### src/rtl/lcd_bus_sequencer_if.sv
// LCD sequencer bus: store strobe/word from the LSU side, HD44780 pins and
// status back out. The sequencer sits on the slave modport; the core or a
// bench drives through the master modport.
interface lcd_bus_sequencer_if;
  logic        i_lcd_wr;
  logic [31:0] i_lcd_word;
  logic        o_lcd_on;
  logic        o_lcd_rs;
  logic        o_lcd_rw;
  logic        o_lcd_en;
  logic [7:0]  o_lcd_data;
  logic        o_busy;
  logic [31:0] o_status;

  modport slave (
    input  i_lcd_wr, i_lcd_word,
    output o_lcd_on, o_lcd_rs, o_lcd_rw, o_lcd_en, o_lcd_data, o_busy, o_status
  );

  modport master (
    output i_lcd_wr, i_lcd_word,
    input  o_lcd_on, o_lcd_rs, o_lcd_rw, o_lcd_en, o_lcd_data, o_busy, o_status
  );
endinterface

### src/rtl/lcd_bus_sequencer.sv
// lcd_bus_sequencer: turns stores to the LCD register into timed HD44780
// writes (setup, EN pulse, hold, execution wait) with a one-deep pending slot
// and a sticky overflow flag. Optional macro LCD_INIT_SEQ_EN adds a power-up
// wait followed by the panel init bytes 0x38, 0x0C, 0x06, 0x01.
module lcd_bus_sequencer #(
  parameter int unsigned T_AS        = 4,
  parameter int unsigned T_PW        = 25,
  parameter int unsigned T_H         = 2,
  parameter int unsigned T_EXEC      = 2500,
  parameter int unsigned T_EXEC_LONG = 82000,
  parameter int unsigned T_PWRUP     = 750000,
  parameter int unsigned CNT_W       = 20
) (
  input  logic                 i_clk,
  input  logic                 i_reset,
  lcd_bus_sequencer_if.slave   bus
);

  typedef enum logic [2:0] {
    S_IDLE, S_SETUP, S_EN_HIGH, S_HOLD, S_EXEC, S_PWRUP
  } state_t;

  // Counter reload values: each state lasts exactly T_x cycles.
  localparam logic [CNT_W-1:0] LD_AS    = CNT_W'(T_AS - 1);
  localparam logic [CNT_W-1:0] LD_PW    = CNT_W'(T_PW - 1);
  localparam logic [CNT_W-1:0] LD_H     = CNT_W'(T_H - 1);
  localparam logic [CNT_W-1:0] LD_EX    = CNT_W'(T_EXEC - 1);
  localparam logic [CNT_W-1:0] LD_EXL   = CNT_W'(T_EXEC_LONG - 1);
  localparam logic [CNT_W-1:0] LD_PWRUP = CNT_W'(T_PWRUP - 1);

  state_t           state_q;
  logic [CNT_W-1:0] cnt_q;
  logic             en_q;
  logic             rs_q;
  logic [7:0]       data_q;
  logic             pend_v_q;
  logic             pend_rs_q;
  logic [7:0]       pend_data_q;
  logic             on_q;
  logic             ovf_q;

  logic wr_send, cnt_zero, exec_done, exec_long, init_done;
  logic accept_direct, drain, pend_free, to_pend, ovf_set, busy;
  logic unused_ok;

`ifdef LCD_INIT_SEQ_EN
  // Index of the next init byte; reaching 4 means the ROM has been issued.
  logic [2:0] rom_idx_q;
  assign init_done = (rom_idx_q == 3'd4);

  function automatic logic [7:0] rom_byte(input logic [2:0] idx);
    case (idx)
      3'd0:    rom_byte = 8'h38;
      3'd1:    rom_byte = 8'h0C;
      3'd2:    rom_byte = 8'h06;
      default: rom_byte = 8'h01;
    endcase
  endfunction
`else
  assign init_done = 1'b1;
`endif

  assign wr_send   = bus.i_lcd_wr & bus.i_lcd_word[9];
  assign cnt_zero  = (cnt_q == '0);
  assign exec_done = (state_q == S_EXEC) && cnt_zero;
  // Clear and return-home need the long execution wait.
  assign exec_long = !rs_q && (data_q == 8'h01 || data_q == 8'h02 || data_q == 8'h03);

  // The pending slot empties this cycle when the FSM consumes it; a write in
  // the same cycle may refill it without counting as overflow.
  assign drain         = pend_v_q && init_done && (exec_done || state_q == S_IDLE);
  assign accept_direct = wr_send && (state_q == S_IDLE) && !pend_v_q && init_done;
  assign pend_free     = !pend_v_q || drain;
  assign to_pend       = wr_send && !accept_direct && pend_free;
  assign ovf_set       = wr_send && !accept_direct && !pend_free;

`ifdef LCD_INIT_SEQ_EN
  // Busy covers the whole init sequence, including the IDLE cycle after reset.
  assign busy = (state_q != S_IDLE) || pend_v_q || (!init_done && !i_reset);
`else
  assign busy = (state_q != S_IDLE) || pend_v_q;
`endif

  assign bus.o_lcd_on   = on_q;
  assign bus.o_lcd_rs   = rs_q;
  assign bus.o_lcd_rw   = 1'b0;
  assign bus.o_lcd_en   = en_q;
  assign bus.o_lcd_data = data_q;
  assign bus.o_busy     = busy;
  assign bus.o_status   = {29'b0, ovf_q, pend_v_q, busy};

  assign unused_ok = ^{bus.i_lcd_word[30:11], LD_PWRUP};

  // Transfer FSM: pending slot, active byte, shared down-counter and EN pin.
  always_ff @(posedge i_clk or posedge i_reset) begin
    if (i_reset) begin
      state_q     <= S_IDLE;
      cnt_q       <= '0;
      en_q        <= 1'b0;
      rs_q        <= 1'b0;
      data_q      <= '0;
      pend_v_q    <= 1'b0;
      pend_rs_q   <= 1'b0;
      pend_data_q <= '0;
`ifdef LCD_INIT_SEQ_EN
      rom_idx_q   <= '0;
`endif
    end else begin
      if (to_pend) begin
        pend_v_q    <= 1'b1;
        pend_rs_q   <= bus.i_lcd_word[8];
        pend_data_q <= bus.i_lcd_word[7:0];
      end else if (drain) begin
        pend_v_q    <= 1'b0;
      end

      case (state_q)
        S_IDLE: begin
          if (accept_direct) begin
            rs_q    <= bus.i_lcd_word[8];
            data_q  <= bus.i_lcd_word[7:0];
            state_q <= S_SETUP;
            cnt_q   <= LD_AS;
          end else if (drain) begin
            rs_q    <= pend_rs_q;
            data_q  <= pend_data_q;
            state_q <= S_SETUP;
            cnt_q   <= LD_AS;
          end
`ifdef LCD_INIT_SEQ_EN
          else if (!init_done) begin
            state_q <= S_PWRUP;
            cnt_q   <= LD_PWRUP;
          end
`endif
        end
        S_SETUP: begin
          if (cnt_zero) begin
            state_q <= S_EN_HIGH;
            cnt_q   <= LD_PW;
            en_q    <= 1'b1;
          end else begin
            cnt_q   <= cnt_q - CNT_W'(1);
          end
        end
        S_EN_HIGH: begin
          if (cnt_zero) begin
            state_q <= S_HOLD;
            cnt_q   <= LD_H;
            en_q    <= 1'b0;
          end else begin
            cnt_q   <= cnt_q - CNT_W'(1);
          end
        end
        S_HOLD: begin
          if (cnt_zero) begin
            state_q <= S_EXEC;
            cnt_q   <= exec_long ? LD_EXL : LD_EX;
          end else begin
            cnt_q   <= cnt_q - CNT_W'(1);
          end
        end
        S_EXEC: begin
          if (cnt_zero) begin
`ifdef LCD_INIT_SEQ_EN
            if (!init_done) begin
              rs_q      <= 1'b0;
              data_q    <= rom_byte(rom_idx_q);
              rom_idx_q <= rom_idx_q + 3'd1;
              state_q   <= S_SETUP;
              cnt_q     <= LD_AS;
            end else
`endif
            if (pend_v_q) begin
              rs_q    <= pend_rs_q;
              data_q  <= pend_data_q;
              state_q <= S_SETUP;
              cnt_q   <= LD_AS;
            end else begin
              state_q <= S_IDLE;
            end
          end else begin
            cnt_q <= cnt_q - CNT_W'(1);
          end
        end
`ifdef LCD_INIT_SEQ_EN
        S_PWRUP: begin
          if (cnt_zero) begin
            rs_q      <= 1'b0;
            data_q    <= rom_byte(3'd0);
            rom_idx_q <= 3'd1;
            state_q   <= S_SETUP;
            cnt_q     <= LD_AS;
          end else begin
            cnt_q <= cnt_q - CNT_W'(1);
          end
        end
`endif
        default: state_q <= S_IDLE;
      endcase
    end
  end

  // Panel-on bit follows every store; overflow is sticky, set beats clear.
  always_ff @(posedge i_clk or posedge i_reset) begin
    if (i_reset) begin
      on_q  <= 1'b0;
      ovf_q <= 1'b0;
    end else begin
      if (bus.i_lcd_wr) on_q <= bus.i_lcd_word[31];
      if (ovf_set)
        ovf_q <= 1'b1;
      else if (bus.i_lcd_wr && bus.i_lcd_word[10])
        ovf_q <= 1'b0;
    end
  end

endmodule
### src/flat_wrapper.sv
// flat-port wrapper written by rule: the top's interface ports become plain ports
module lcd_bus_sequencer_flat 
#(
  parameter int unsigned T_AS        = 4,
  parameter int unsigned T_PW        = 25,
  parameter int unsigned T_H         = 2,
  parameter int unsigned T_EXEC      = 2500,
  parameter int unsigned T_EXEC_LONG = 82000,
  parameter int unsigned T_PWRUP     = 750000,
  parameter int unsigned CNT_W       = 20
)
  (i_clk, i_reset, bus_i_lcd_wr, bus_i_lcd_word, bus_o_lcd_on, bus_o_lcd_rs, bus_o_lcd_rw, bus_o_lcd_en, bus_o_lcd_data, bus_o_busy, bus_o_status);
  lcd_bus_sequencer_if bus_i ();
  input  logic i_clk;
  input  logic i_reset;
  input wire logic [$bits(bus_i.i_lcd_wr)-1:0] bus_i_lcd_wr;
  input wire logic [$bits(bus_i.i_lcd_word)-1:0] bus_i_lcd_word;
  output wire logic [$bits(bus_i.o_lcd_on)-1:0] bus_o_lcd_on;
  output wire logic [$bits(bus_i.o_lcd_rs)-1:0] bus_o_lcd_rs;
  output wire logic [$bits(bus_i.o_lcd_rw)-1:0] bus_o_lcd_rw;
  output wire logic [$bits(bus_i.o_lcd_en)-1:0] bus_o_lcd_en;
  output wire logic [$bits(bus_i.o_lcd_data)-1:0] bus_o_lcd_data;
  output wire logic [$bits(bus_i.o_busy)-1:0] bus_o_busy;
  output wire logic [$bits(bus_i.o_status)-1:0] bus_o_status;
  assign bus_i.i_lcd_wr = bus_i_lcd_wr;
  assign bus_i.i_lcd_word = bus_i_lcd_word;
  assign bus_o_lcd_on = bus_i.o_lcd_on;
  assign bus_o_lcd_rs = bus_i.o_lcd_rs;
  assign bus_o_lcd_rw = bus_i.o_lcd_rw;
  assign bus_o_lcd_en = bus_i.o_lcd_en;
  assign bus_o_lcd_data = bus_i.o_lcd_data;
  assign bus_o_busy = bus_i.o_busy;
  assign bus_o_status = bus_i.o_status;
  lcd_bus_sequencer #(.T_AS(T_AS), .T_PW(T_PW), .T_H(T_H), .T_EXEC(T_EXEC), .T_EXEC_LONG(T_EXEC_LONG), .T_PWRUP(T_PWRUP), .CNT_W(CNT_W)) u_core (.i_clk(i_clk), .i_reset(i_reset), .bus(bus_i));
endmodule
### config.mk
export PLATFORM = sky130hd
export DESIGN_NAME = lcd_bus_sequencer_flat
export DESIGN_NICKNAME = d
export VERILOG_FILES = /design/src/rtl/lcd_bus_sequencer_if.sv /design/src/rtl/lcd_bus_sequencer.sv /design/src/flat_wrapper.sv
export SDC_FILE = /design/constraint.sdc
export NUM_CORES = 1
export LEC_CHECK = 0
export ABC_CLOCK_PERIOD_IN_PS = 3700
export CAP_MARGIN = 20
export CORE_MARGIN = 2
export CORE_UTILIZATION = 40
export CTS_BUF_LIST = sky130_fd_sc_hd__clkbuf_8
export DETAILED_ROUTE_END_ITERATION = 7
export PLACE_DENSITY = 0.69
export RECOVER_POWER = 25
export SETUP_SLACK_MARGIN = 0.05
export SLEW_MARGIN = 20
export SYNTH_ARGS = -nofsm -noshare
export SYNTH_HDL_FRONTEND = slang
export SYNTH_SLANG_ARGS = --single-unit
### constraint.sdc
create_clock -name i_clk -period 3.7 [get_ports i_clk]
set_input_delay 0.74 -clock i_clk [delete_from_list [all_inputs] [get_ports i_clk]]
set_output_delay 0.74 -clock i_clk [all_outputs]
set_load 0.005 [all_outputs]
==> impl_metrics.toml <==
[run_status]
outcome = "complete, no violations"

[timing]
skew_ns = 0.01056
finalHoldViolCount = 0
fmax_ghz = 0.3628
tns_ns = 0
relSlewSlack = 0.06502
setup_viol = 0
rsz0062_at_grt = "false"
fin_crit_ns = 2.756
tightest_slew_ns = 1.402
holdWs_ns = 0.4973
fin_crit_sh = 0.7449
drv_slew = 0

[routing]
viasPerCell = 5.443
drt_wl_total_um = 6085
ant_nets = 0
wl_per_cell_um = 14.73
drc_errors = 0
drt_iter0_drc = 170
dr.pass1.iters = 4
via_count = 2248

[logic_synthesis]
synth_area_sq_um = 2884
async_flop_share = 1.000
ys_ff_latch = 45
synth-seq-area-share = 0.3905
synth_area_per_cell_sq_um = 9.843
synthTopCellsByCount = "dfrtp_1, buf_4, mux2_2, nand2_1, nor3_1"
synth_most_common_cell = "dfrtp_1"
yosys_warnings = 0
synth-main-ff-cell = "dfrtp_1"
synth-edff-count = 0
yosysUniqueCellTypes = 61
synth_top_area_share = 0.3905
synth_area_leader_cell = "dfrtp_1"
synth.area.top_cells = "dfrtp_1, mux2_2, buf_4"
syn_inst = 293

[worst_setup_path]
cp_max_fo = 25
critPathKind = "in2async"
required_ns = 3.88
slowest_stage = "clkbuf_1"
critPathLaunchType = "input port"
arrival_ns = 2.94
worstSetupEndpointType = "async pin"
crit_path_cell_trace = "dlygate4sd3_1 -> inv_1 -> clkbuf_1"
cpPeakStageDelay_ns = 1.08

[cts]
clock-root-buffer = "clkbuf_8"
cts_buffers = 5
cts_setup_buffers = 0
cts_tree = "done"
clkTransAtPathRegs_ns = 0.09
cts_max_level = 2
clock-sinks = 45
postCtsHoldBufs = 0
cts_resized = 0
clockBufferDepth = 2
worst_skew_pair.late_latency_ns = 0.31

[floorplanning]
pin_count = 80
die_height_um = 88.91
die_x_um = 88.91
start_util = 0.4199
coreArea_sq_um = 6869
std_cell_rows = 30
dieArea_sq_um = 7905

[placement]
dp_hpwl_um = 4357
place_congestion = 0.8795
portBuffers = 29

[layout]
drive_above_1_share = 0.1640
area_growth_pct = 10.89
n_antenna_cell = 0
nNetsFinal = 353

[global_routing]
antenna_found_initial = 0
grt_use_total = 0.1667
grt_max_degree = 46
grt_pass1_vias = 2088
grt_pass1_wl_um = 10190
overflow = 0

[worst_hold_path]
holdCritPathClass = "reg2reg"

[power_and_ir_drop]
power_leakage_uw = 0.001358
ir_drop_mv = 0.2712
power_density_nw_per_um2 = 593.4

[job]
maxCapViolCount = 0
path summary, 6_finish.rpt:
| kind | start | endpoint | slack (ns) | cells past startpoint |
|---|---|---|---|---|
| max | i_reset | u_core.cnt_q[10] | 0.94 | 3 |
| min | u_core.ovf_q | u_core.ovf_q | 0.50 | 2 |
| max reg2reg | u_core.cnt_q[13] | u_core.cnt_q[1] | 1.04 | 5 |
| min reg2reg | u_core.ovf_q | u_core.ovf_q | 0.50 | 2 |
| max in group i_clk | u_core.state_q[1] | bus_o_busy | 1.02 | 3 |
| min in group asynchronous | i_reset | u_core.bus.o_lcd_en | 1.00 | 2 |
cells in the final DEF, fill, tap and decap left out, types with 3 or more instances in the layout:
cell type / n
nor2_1: 11
dfrtp_1: 45
mux2_2: 29
nor4_1: 5
conb_1: 30
nand3_1: 4
a31oi_1: 8
a21o_1: 7
or3_1: 4
a21oi_1: 10
nor3_1: 15
o21ai_0: 13
o22ai_1: 3
clkdlybuf4s50_1: 28
nand2_1: 22
a22o_1: 3
nand4_1: 3
clkbuf_8: 5
inv_1: 11
area by class of cell:
cell class	count	area [sq um]
clock buffers	5	68.82
clock inverters	3	18.77
fillers	659	3671
inverters	11	41.29
multi-input cells	222	1521
flip-flops and latches	45	1126
well taps	96	120.1
repair buffers	31	301.5
report_power, final:
group          total (uW)  internal (uW)  switching, uW
registers             905            684            221
logic                 686            383            303
clock network         307            131            176
total                1900           1200            700
layer usage:
metal  up-vias  part of all wire  global-route usage
li1       1062                 -                   -
met5         -                 0                   0
met3         9             0.055             0.02678
met1      1094              0.45              0.2314
met2        83              0.47              0.2632
met4         0             0.018             0.06198
flip-flops by register name, summed over array words and instances (netlist names):
register and flops:
u_core.cnt_q 20, u_core.pend_data_q 8, u_core.bus.o_lcd_en 1, u_core.ovf_q 1, u_core.bus.o_lcd_data 8, u_core.pend_v_q 1
u_core.bus.o_lcd_rs 1, u_core.state_q 3, u_core.pend_rs_q 1, u_core.bus.o_lcd_on 1
through the flow:
stage          cell area, sq um  instances    util  setup WS (ns)  total power, uW
2_1_floorplan              2993        322       -          1.725             1375
3_3_place_gp               3107        404  0.4523         0.9118             1573
3_5_place_dp               3107        404  0.4523         0.8883             1598
4_1_cts                    3194        412  0.4650         0.9964             1906
5_1_grt                    3198        413  0.4656         0.5061             2042
6_report                   3198        413  0.4656         0.9438             1898
critical path: cells and delay by family:
kind | cells | cell delay, ns
buffers and inverters | 3 | 2.17
logic make-up (layout without fill, tap and decap cells):
family	after synthesis	count (layout)	synth area share
adders and majority gates	2	2	0.008675
AOI/OAI and AO/OA	73	73	0.1844
xor gates and xnor gates	1	1	0.003037
and+or+nand+nor	87	87	0.1792
muxes	29	29	0.1132
other	1	30	0.001300
buffers and inverters	55	50	0.1197
DFF	45	45	0.3905
No activity file was read; power rests on OpenSTA's default activity.
